## src/rtl/pipe_ctrl_pkg.sv

```systemverilog
// Shared definitions for the MIPS pipeline run/halt sequencer: state encoding,
// register-address width and the default drain depth.
package pipe_ctrl_pkg;

  localparam int REG_ADDR_W          = 5;
  localparam int DEFAULT_DRAIN_DEPTH = 4;

  typedef enum logic [1:0] {
    IDLE  = 2'd0,
    RUN   = 2'd1,
    DRAIN = 2'd2,
    DONE  = 2'd3
  } state_e;

endpackage

```

## src/rtl/load_use_detect.sv

```systemverilog
// Load-use hazard comparator: flags an instruction in ID that reads the
// destination of a load currently in EX. Register $zero never creates a hazard.
module load_use_detect
  import pipe_ctrl_pkg::*;
(
  input  logic                  ex_memread_i,
  input  logic [REG_ADDR_W-1:0] ex_rt_i,
  input  logic [REG_ADDR_W-1:0] id_rs_i,
  input  logic [REG_ADDR_W-1:0] id_rt_i,
  output logic                  stall_o
);

  assign stall_o = ex_memread_i && (ex_rt_i != '0) &&
                   ((ex_rt_i == id_rs_i) || (ex_rt_i == id_rt_i));

endmodule

```

## src/rtl/pipeline_sequencer.sv

```systemverilog
// Run/halt sequencer and hazard controller for the 5-stage MIPS pipeline.
// Define PIPE_PERF_CNT_EN to export the cycle/stall/flush counters; otherwise they read 0.
module pipeline_sequencer
  import pipe_ctrl_pkg::*;
#(
  parameter int MAX_CYCLES  = 30,
  parameter int DRAIN_DEPTH = DEFAULT_DRAIN_DEPTH,
  parameter int CNT_W       = 32
) (
  input  logic                  clk_i,
  input  logic                  rst_i,
  input  logic                  start_i,
  input  logic                  halt_i,
  input  logic [REG_ADDR_W-1:0] id_rs_i,
  input  logic [REG_ADDR_W-1:0] id_rt_i,
  input  logic                  ex_memread_i,
  input  logic [REG_ADDR_W-1:0] ex_rt_i,
  input  logic                  branch_taken_i,
  input  logic                  jump_i,
  output logic                  pc_write_o,
  output logic                  ifid_write_o,
  output logic                  ifid_flush_o,
  output logic                  idex_bubble_o,
  output logic                  running_o,
  output logic                  done_o,
  output logic [CNT_W-1:0]      cycle_cnt_o,
  output logic [CNT_W-1:0]      stall_cnt_o,
  output logic [CNT_W-1:0]      flush_cnt_o
);

  localparam int                DRAIN_W    = (DRAIN_DEPTH > 1) ? $clog2(DRAIN_DEPTH) : 1;
  localparam logic [DRAIN_W-1:0] DRAIN_LAST = DRAIN_W'(DRAIN_DEPTH - 1);
  localparam logic [CNT_W-1:0]  CNT_ONE    = CNT_W'(1);

  state_e               state_q, state_d;
  logic                 stall;
  logic                 max_hit;
  logic                 run_start;
  logic [DRAIN_W-1:0]   drain_cnt_q;
  logic [CNT_W-1:0]     cycle_cnt_q;

  load_use_detect u_load_use_detect (
    .ex_memread_i (ex_memread_i),
    .ex_rt_i      (ex_rt_i),
    .id_rs_i      (id_rs_i),
    .id_rt_i      (id_rt_i),
    .stall_o      (stall)
  );

  // The RUN cycle that reaches MAX_CYCLES-1 is the last one; it still counts.
  assign max_hit   = (MAX_CYCLES != 0) && (cycle_cnt_q == CNT_W'(MAX_CYCLES - 1));
  assign run_start = (state_q == IDLE) && start_i;
  assign running_o = (state_q == RUN);
  assign done_o    = (state_q == DONE);

  // NOTE: every signal driven here gets a default first, so no path leaves it
  // unassigned and no latch is inferred.
  always_comb begin
    state_d       = state_q;
    pc_write_o    = 1'b0;
    ifid_write_o  = 1'b0;
    ifid_flush_o  = 1'b0;
    idex_bubble_o = 1'b1;
    case (state_q)
      IDLE: if (start_i) state_d = RUN;
      RUN: begin
        if (!stall) begin
          pc_write_o    = 1'b1;
          ifid_write_o  = 1'b1;
          idex_bubble_o = 1'b0;
          ifid_flush_o  = branch_taken_i || jump_i;
        end
        if (halt_i || !start_i || max_hit) state_d = DRAIN;
      end
      DRAIN: begin
        ifid_write_o  = 1'b1;
        ifid_flush_o  = 1'b1;
        idex_bubble_o = 1'b0;
        if (drain_cnt_q == DRAIN_LAST) state_d = DONE;
      end
      DONE: if (!start_i) state_d = IDLE;
      default: state_d = IDLE;
    endcase
  end

  // NOTE: sequential state uses non-blocking assignments so every register
  // samples the pre-edge values regardless of process ordering.
  always_ff @(posedge clk_i) begin
    if (rst_i) state_q <= IDLE;
    else       state_q <= state_d;
  end

  always_ff @(posedge clk_i) begin
    if (rst_i || (state_q != DRAIN)) drain_cnt_q <= '0;
    else                             drain_cnt_q <= drain_cnt_q + DRAIN_W'(1);
  end

  // Kept even without perf counters: the auto-drain limit depends on it.
  always_ff @(posedge clk_i) begin
    if (rst_i || run_start)
      cycle_cnt_q <= '0;
    else if ((state_q == RUN) && (cycle_cnt_q != '1))
      cycle_cnt_q <= cycle_cnt_q + CNT_ONE;
  end

`ifdef PIPE_PERF_CNT_EN
  logic [CNT_W-1:0] stall_cnt_q;
  logic [CNT_W-1:0] flush_cnt_q;

  always_ff @(posedge clk_i) begin
    if (rst_i || run_start) begin
      stall_cnt_q <= '0;
      flush_cnt_q <= '0;
    end else if (state_q == RUN) begin
      if (stall && (stall_cnt_q != '1))        stall_cnt_q <= stall_cnt_q + CNT_ONE;
      if (ifid_flush_o && (flush_cnt_q != '1)) flush_cnt_q <= flush_cnt_q + CNT_ONE;
    end
  end

  assign cycle_cnt_o = cycle_cnt_q;
  assign stall_cnt_o = stall_cnt_q;
  assign flush_cnt_o = flush_cnt_q;
`else
  assign cycle_cnt_o = '0;
  assign stall_cnt_o = '0;
  assign flush_cnt_o = '0;
`endif

endmodule

```

## config.mk

```make
export PLATFORM = sky130hd
export DESIGN_NAME = pipeline_sequencer
export DESIGN_NICKNAME = d
export VERILOG_FILES = /design/src/rtl/pipe_ctrl_pkg.sv /design/src/rtl/load_use_detect.sv /design/src/rtl/pipeline_sequencer.sv
export SDC_FILE = /design/constraint.sdc
export NUM_CORES = 1
export LEC_CHECK = 0
export BUFFER_PORTS_ARGS = -buffer_cell sky130_fd_sc_hd__buf_4
export CAP_MARGIN = 25
export CORE_MARGIN = 10
export CORE_UTILIZATION = 49
export CTS_CLUSTER_SIZE = 40
export DETAILED_ROUTE_END_ITERATION = 8
export HOLD_SLACK_MARGIN = 0.1
export PLACE_DENSITY_LB_ADDON = 0.3
export SETUP_SLACK_MARGIN = 0.02
export SYNTH_ARGS = -nofsm -noshare
export SYNTH_HDL_FRONTEND = slang
export SYNTH_SLANG_ARGS = --single-unit
```

## constraint.sdc

```tcl
create_clock -name clk_i -period 2.9 [get_ports clk_i]
set_clock_uncertainty 0.2 [all_clocks]
set_input_delay 0.58 -clock clk_i [delete_from_list [all_inputs] [get_ports clk_i]]
set_output_delay 0.58 -clock clk_i [all_outputs]
set_load 0.03 [all_outputs]
```

-- Word level (Yosys, flattened, before mapping)
Cells that the tools add are included.
- word-level logic and storage cells: 44
- output and inout port bits: 102
- flip-flop bits (word level): 36
- bits of input ports: 22
- eq/ne operators: 13
- add/sub/neg operators: 2
- multiplexer cells: 12
- reduce and logical (&&, ||, !) cells: 14
- operator list (operator ; number):
    $add 32x1->32 const B ; 1
    $eq 32x5->1 const B ; 1
    $ne 32x32->1 const B ; 1
    $eq 5x5->1 ; 2
    $mux 2 ; 4
    $ne 2x2->1 const B ; 4
    $pmux 2 s4 ; 1
    $eq 2x2->1 const B ; 3
    $logic_or 1x1->1 ; 6
    $pmux 1 s2 ; 3
    $reduce_bool 5->1 ; 1
    $logic_and 1x1->1 ; 4
    $mux 1 ; 4
    $reduce_and 4->1 ; 1
    $add 2x1->2 const B ; 1
    $eq 2x1->1 const B ; 1
    $logic_not 2->1 ; 1
    $ne 2x1->1 const B ; 1
    $logic_not 1->1 ; 1

-- Logic depth before layout (Yosys ltp)
- depth after elaboration: 5
- depth in mapped cells: 8

-- Cells and area by module
From an unflattened synthesis, not the netlist that was laid out.
- cell total of the unflattened synthesis: 364
- area, all modules: 2922.8 um^2
- modules (own cells, without submodules) (module ; seq. area each (um^2) ; area an instance (um^2) ; cells each ; times used):
    pipeline_sequencer ; 720.7 ; 2797.7 ; 347 ; 1
    load_use_detect ; 0.0 ; 125.1 ; 17 ; 1

-- Worst setup path before layout
No wires, ideal clock.
- kind: input port to output port
- start point: in ex_rt_i[4]
- end point: out idex_bubble_o
- stages: 5
- path slack: 0.219 ns
- data arrival time: 1.901 ns
- required time: 2.120 ns
- buffers on the path: 0
- cell sequence: xnor2_1 nand3_1 o22ai_1 a31oi_1 a21oi_1
- cells in the longest elaborated chain, start to end: 5
- elaborated cells between the ends (all ways): 8
- RTL lines (item ; line ; text):
    start, declared ; pipeline_sequencer.sv:17 ; input logic [REG_ADDR_W-1:0] ex_rt_i,
    $eq 5x5->1 / $reduce_bool 5->1 (equally long branches) ; load_use_detect.sv:14, load_use_detect.sv:13 ;
    $logic_or 1x1->1 / $logic_and 1x1->1 (equally long branches) ; load_use_detect.sv:14, load_use_detect.sv:13 ;
    $logic_and 1x1->1 * ; load_use_detect.sv:13 ; assign stall_o = ex_memread_i && (ex_rt_i != '0) &&
    $mux 1 * ; pipeline_sequencer.sv:67 ; if (!stall) begin
    $pmux 1 s2 * ; pipeline_sequencer.sv:64 ; case (state_q)
    end, declared ; pipeline_sequencer.sv:23 ; output logic idex_bubble_o,
Every way passes the cells marked *; elsewhere a longest branch is shown, timed or not.

-- Worst setup path in the final report
- start point: reg cycle_cnt_q[2]
- end point: reg cycle_cnt_q[18]
- cells in the longest elaborated chain, start to end: 2
- elaborated cells between the ends (all ways): 3
- RTL lines (item ; line ; text):
    start, declared ; pipeline_sequencer.sv:40 ; logic [CNT_W-1:0] cycle_cnt_q;
    start signal, assigned ; pipeline_sequencer.sv:103 ; cycle_cnt_q <= cycle_cnt_q + CNT_ONE;
    branches (longest 2 deep; another with $add 32x1->32) ; - ;
Several ways; the timed one is not identified.
A chain may end at the register's enable or synchronous reset.

==> implementation parameters <==
Parameter                              Value

Floorplanning
  I/O Pins    ~120
  Die span in y    roughly 97 um
  Core footprint    between 5000 and 6000 um^2
  Initial Utilization    0.515
  Rows    27
  Die ar.    around 9400 um^2
  Die width    a little under 100 um

Flow run
  MaxCap Viol Count    0

Timing
  Clock period minus final worst setup slack    roughly 2.5 ns
  Highest achievable clock rate    400 MHz
  Final-report setup violation count    0
  Relative slew margins    0.435
  RSZ-0062 raised after global routing    no
  Sum of negative setup slack    0 ns
  Period Utilization, post-route    0.862
  Pin slew with the least headroom to its limit    about 0.85 ns
  Final max-slew violation count    0
  Final hold violation count    0
  Post-route worst hold slack    approximately 0.23 ns

GRT
  GRT Resource Usage Total    0.127
  Number of global-route vias before repair    approximately 2200
  Gr ovfl total    0
  First-pass GRT wire length    approximately 11000 um
  Initial antenna violation count    0
  Largest net degree at the start of global routing    26

Min path
  Start point of the worst hold path    drain_cnt_q[0]
  Worst min-delay path category    register to register

Critical path
  Worst setup path startpoint    cycle_cnt_q[2]
  Largest driver fanout on the critical path    7
  Startpoint type of the worst setup path    register
  Crit. End Element    register
  Worst reg2reg path startpoint    cycle_cnt_q[2]
  Type of the setup path with the least slack    register to register
  Critical Path AT    between 2 and 3 ns
  Critical path data required time    around 2.9 ns

Routing
  Via count    ~2300
  Drt first pass iters    4
  Starting DRC count in detailed routing    129
  Remaining routing DRC violations    0
  Wire length after detailed routing    around 6300 um
  Remaining antenna violation count    0
  WL/cell    about 14 um
  Drt via density    4.96

CTS
  Clock Sink Count    36
  Root buffer cell    sky130_fd_sc_hd__clkbuf_8
  Clock buffers created by TritonCTS    5
  Maximum clock insertion buffer count    2
  TritonCTS clock tree    built
  Post-CTS Resized    0
  Clock latency at the later pin of the worst-skew pair    roughly 0.29 ns
  Clock slew at reported path FFs    about 0.08 ns
  Number of setup buffers added after CTS    0
  Clock H-tree levels    2
  Cts hold-fix bufs    0

Logic synthesis
  Most instantiated library cell after synthesis    sky130_fd_sc_hd__buf_4
  Register bit count reported by yosys    36
  Flip-flop cell with the highest count after synthesis    sky130_fd_sc_hd__dfxtp_1
  Cell taking the most area after synthesis    sky130_fd_sc_hd__dfxtp_1
  Cell area after synthesis    approximately 2900 um^2
  Post-Syn Instances    approximately 360
  Avg Cell Area, Syn    a little over 8 um^2
  Top area cells in the synthesized netlist    sky130_fd_sc_hd__dfxtp_1 25%, sky130_fd_sc_hd__buf_4 25%, sky130_fd_sc_hd__xnor2_1 7.3%
  Async set-reset flop share out of synthesis    0
  Post-synth cell types    between 50 and 60
  Syn. warnings    0
  List of most frequent post-synthesis cells    96 x sky130_fd_sc_hd__buf_4, 36 x sky130_fd_sc_hd__dfxtp_1, 31 x sky130_fd_sc_hd__nor2_1, 24 x sky130_fd_sc_hd__xnor2_1, 23 x sky130_fd_sc_hd__nand2_1
  Portion of the post-synthesis area used by sequential elements    0.250
  Post-synth EDFFs    0
  Share of the synthesized area in the top cell type    0.250

Power and ir drop
  Total power    1.60 mW
  Reported leakage power    1.24 nW
  Power density relative to cell area    ~550 nW/um^2
  Worst vdd rail ir drop    between 0.3 and 0.4 mV

Run status
  Outcome    finished, final reports clean

Placed design
  Routability-driven placement congestion ratio    0.848
  Buffers added on ports    27
  Hpwl dp    roughly 5100 um
  Post-Place Cell Area    about 2800 um^2

Final layout
  Number of antenna diodes    0
  Cell area after layout    between 2000 and 3000 um^2
  Area growth syn-to-layout    0.477%
  Nets@finish    415
  Fraction of layout cells with a size suffix above 1    0.124
report_power, final:
group,switching [mW],internal (mW)
Combinational,0.442,0.180
Clock,0.184,0.255
Sequential,0.0248,0.519
Total,0.651,0.954
cell type report:
type                    instances  area, um^2
fillers                       568        2710
flip-flops and latches         36         721
multi-input cells             303        1710
clock buffers                   6        72.6
clock inverters                 2        35.0
well taps                      72        90.1
inverters                       7        26.3
repair buffers                 33         248
sequential cells by signal, indices dropped and copies added, names as in the netlist:
name         cells
drain_cnt_q      2
cycle_cnt_q     32
state_q          2
worst paths after layout:
check	to	slack, ns	cells after the start
max	cycle_cnt_q[18]	0.40	5
min	drain_cnt_q[0]	0.23	1
max reg2reg	cycle_cnt_q[18]	0.40	5
min reg2reg	drain_cnt_q[0]	0.23	1
kinds of logic (layout without fill, tap and decap cells):
kind of cell,Yosys count,in the layout,share of synthesized area
compound gates,54,54,0.136
xor+xnor,25,25,0.0759
fa+ha+maj,7,7,0.0303
buf+inv,114,48,0.282
flops,36,36,0.250
mux,3,3,0.0104
other cells,1,96,0.00130
simple gates,118,118,0.214
cell usage in the layout, fill, tap and decap left out, types with 3 or more instances in the layout:
master	netlist	final
sky130_fd_sc_hd__a211oi_1	6	6
sky130_fd_sc_hd__mux2i_1	3	3
sky130_fd_sc_hd__xnor2_1	24	24
sky130_fd_sc_hd__clkbuf_8	1	5
sky130_fd_sc_hd__conb_1	1	96
sky130_fd_sc_hd__inv_1	7	7
sky130_fd_sc_hd__nor3_1	4	4
sky130_fd_sc_hd__and3_1	4	4
sky130_fd_sc_hd__o21ai_0	4	4
sky130_fd_sc_hd__nand3_1	11	11
sky130_fd_sc_hd__a31oi_1	9	9
sky130_fd_sc_hd__a2111oi_0	3	3
sky130_fd_sc_hd__o211ai_1	3	3
sky130_fd_sc_hd__nor2_1	31	31
sky130_fd_sc_hd__or4_1	5	5
sky130_fd_sc_hd__a21oi_1	8	8
sky130_fd_sc_hd__a41o_1	4	4
sky130_fd_sc_hd__nand2b_1	3	3
sky130_fd_sc_hd__or3_1	3	3
sky130_fd_sc_hd__nor4_1	10	10
sky130_fd_sc_hd__ha_1	7	7
sky130_fd_sc_hd__nand4_1	11	11
sky130_fd_sc_hd__buf_4	96	33
sky130_fd_sc_hd__o21a_1	3	3
sky130_fd_sc_hd__dfxtp_1	36	36
sky130_fd_sc_hd__nand2_1	23	23
through the flow:
stage,util,worst slack [ns],cells
after floorplan,-,0.219,453
after global placement,0.498,0.435,451
after detailed placement,0.498,0.410,451
after CTS,0.517,0.393,459
after global routing,0.517,0.241,459
final,0.517,0.400,459
critical path: stages, from the launching register on:
cell	delay, ns
sky130_fd_sc_hd__dfxtp_1	0.44
sky130_fd_sc_hd__nand4_2	0.13
sky130_fd_sc_hd__or4_1	0.67
sky130_fd_sc_hd__or3_1	0.51
sky130_fd_sc_hd__or4_1	0.42
sky130_fd_sc_hd__nand2_1	0.08
layer usage:
metal | GRT usage | share of wire
met4 | 0.0304 | 0.0080
met1 | 0.142 | 0.42
met3 | 0.0461 | 0.092
met5 | 0 | 0
met2 | 0.224 | 0.48
(Power assumes the default switching activity.)
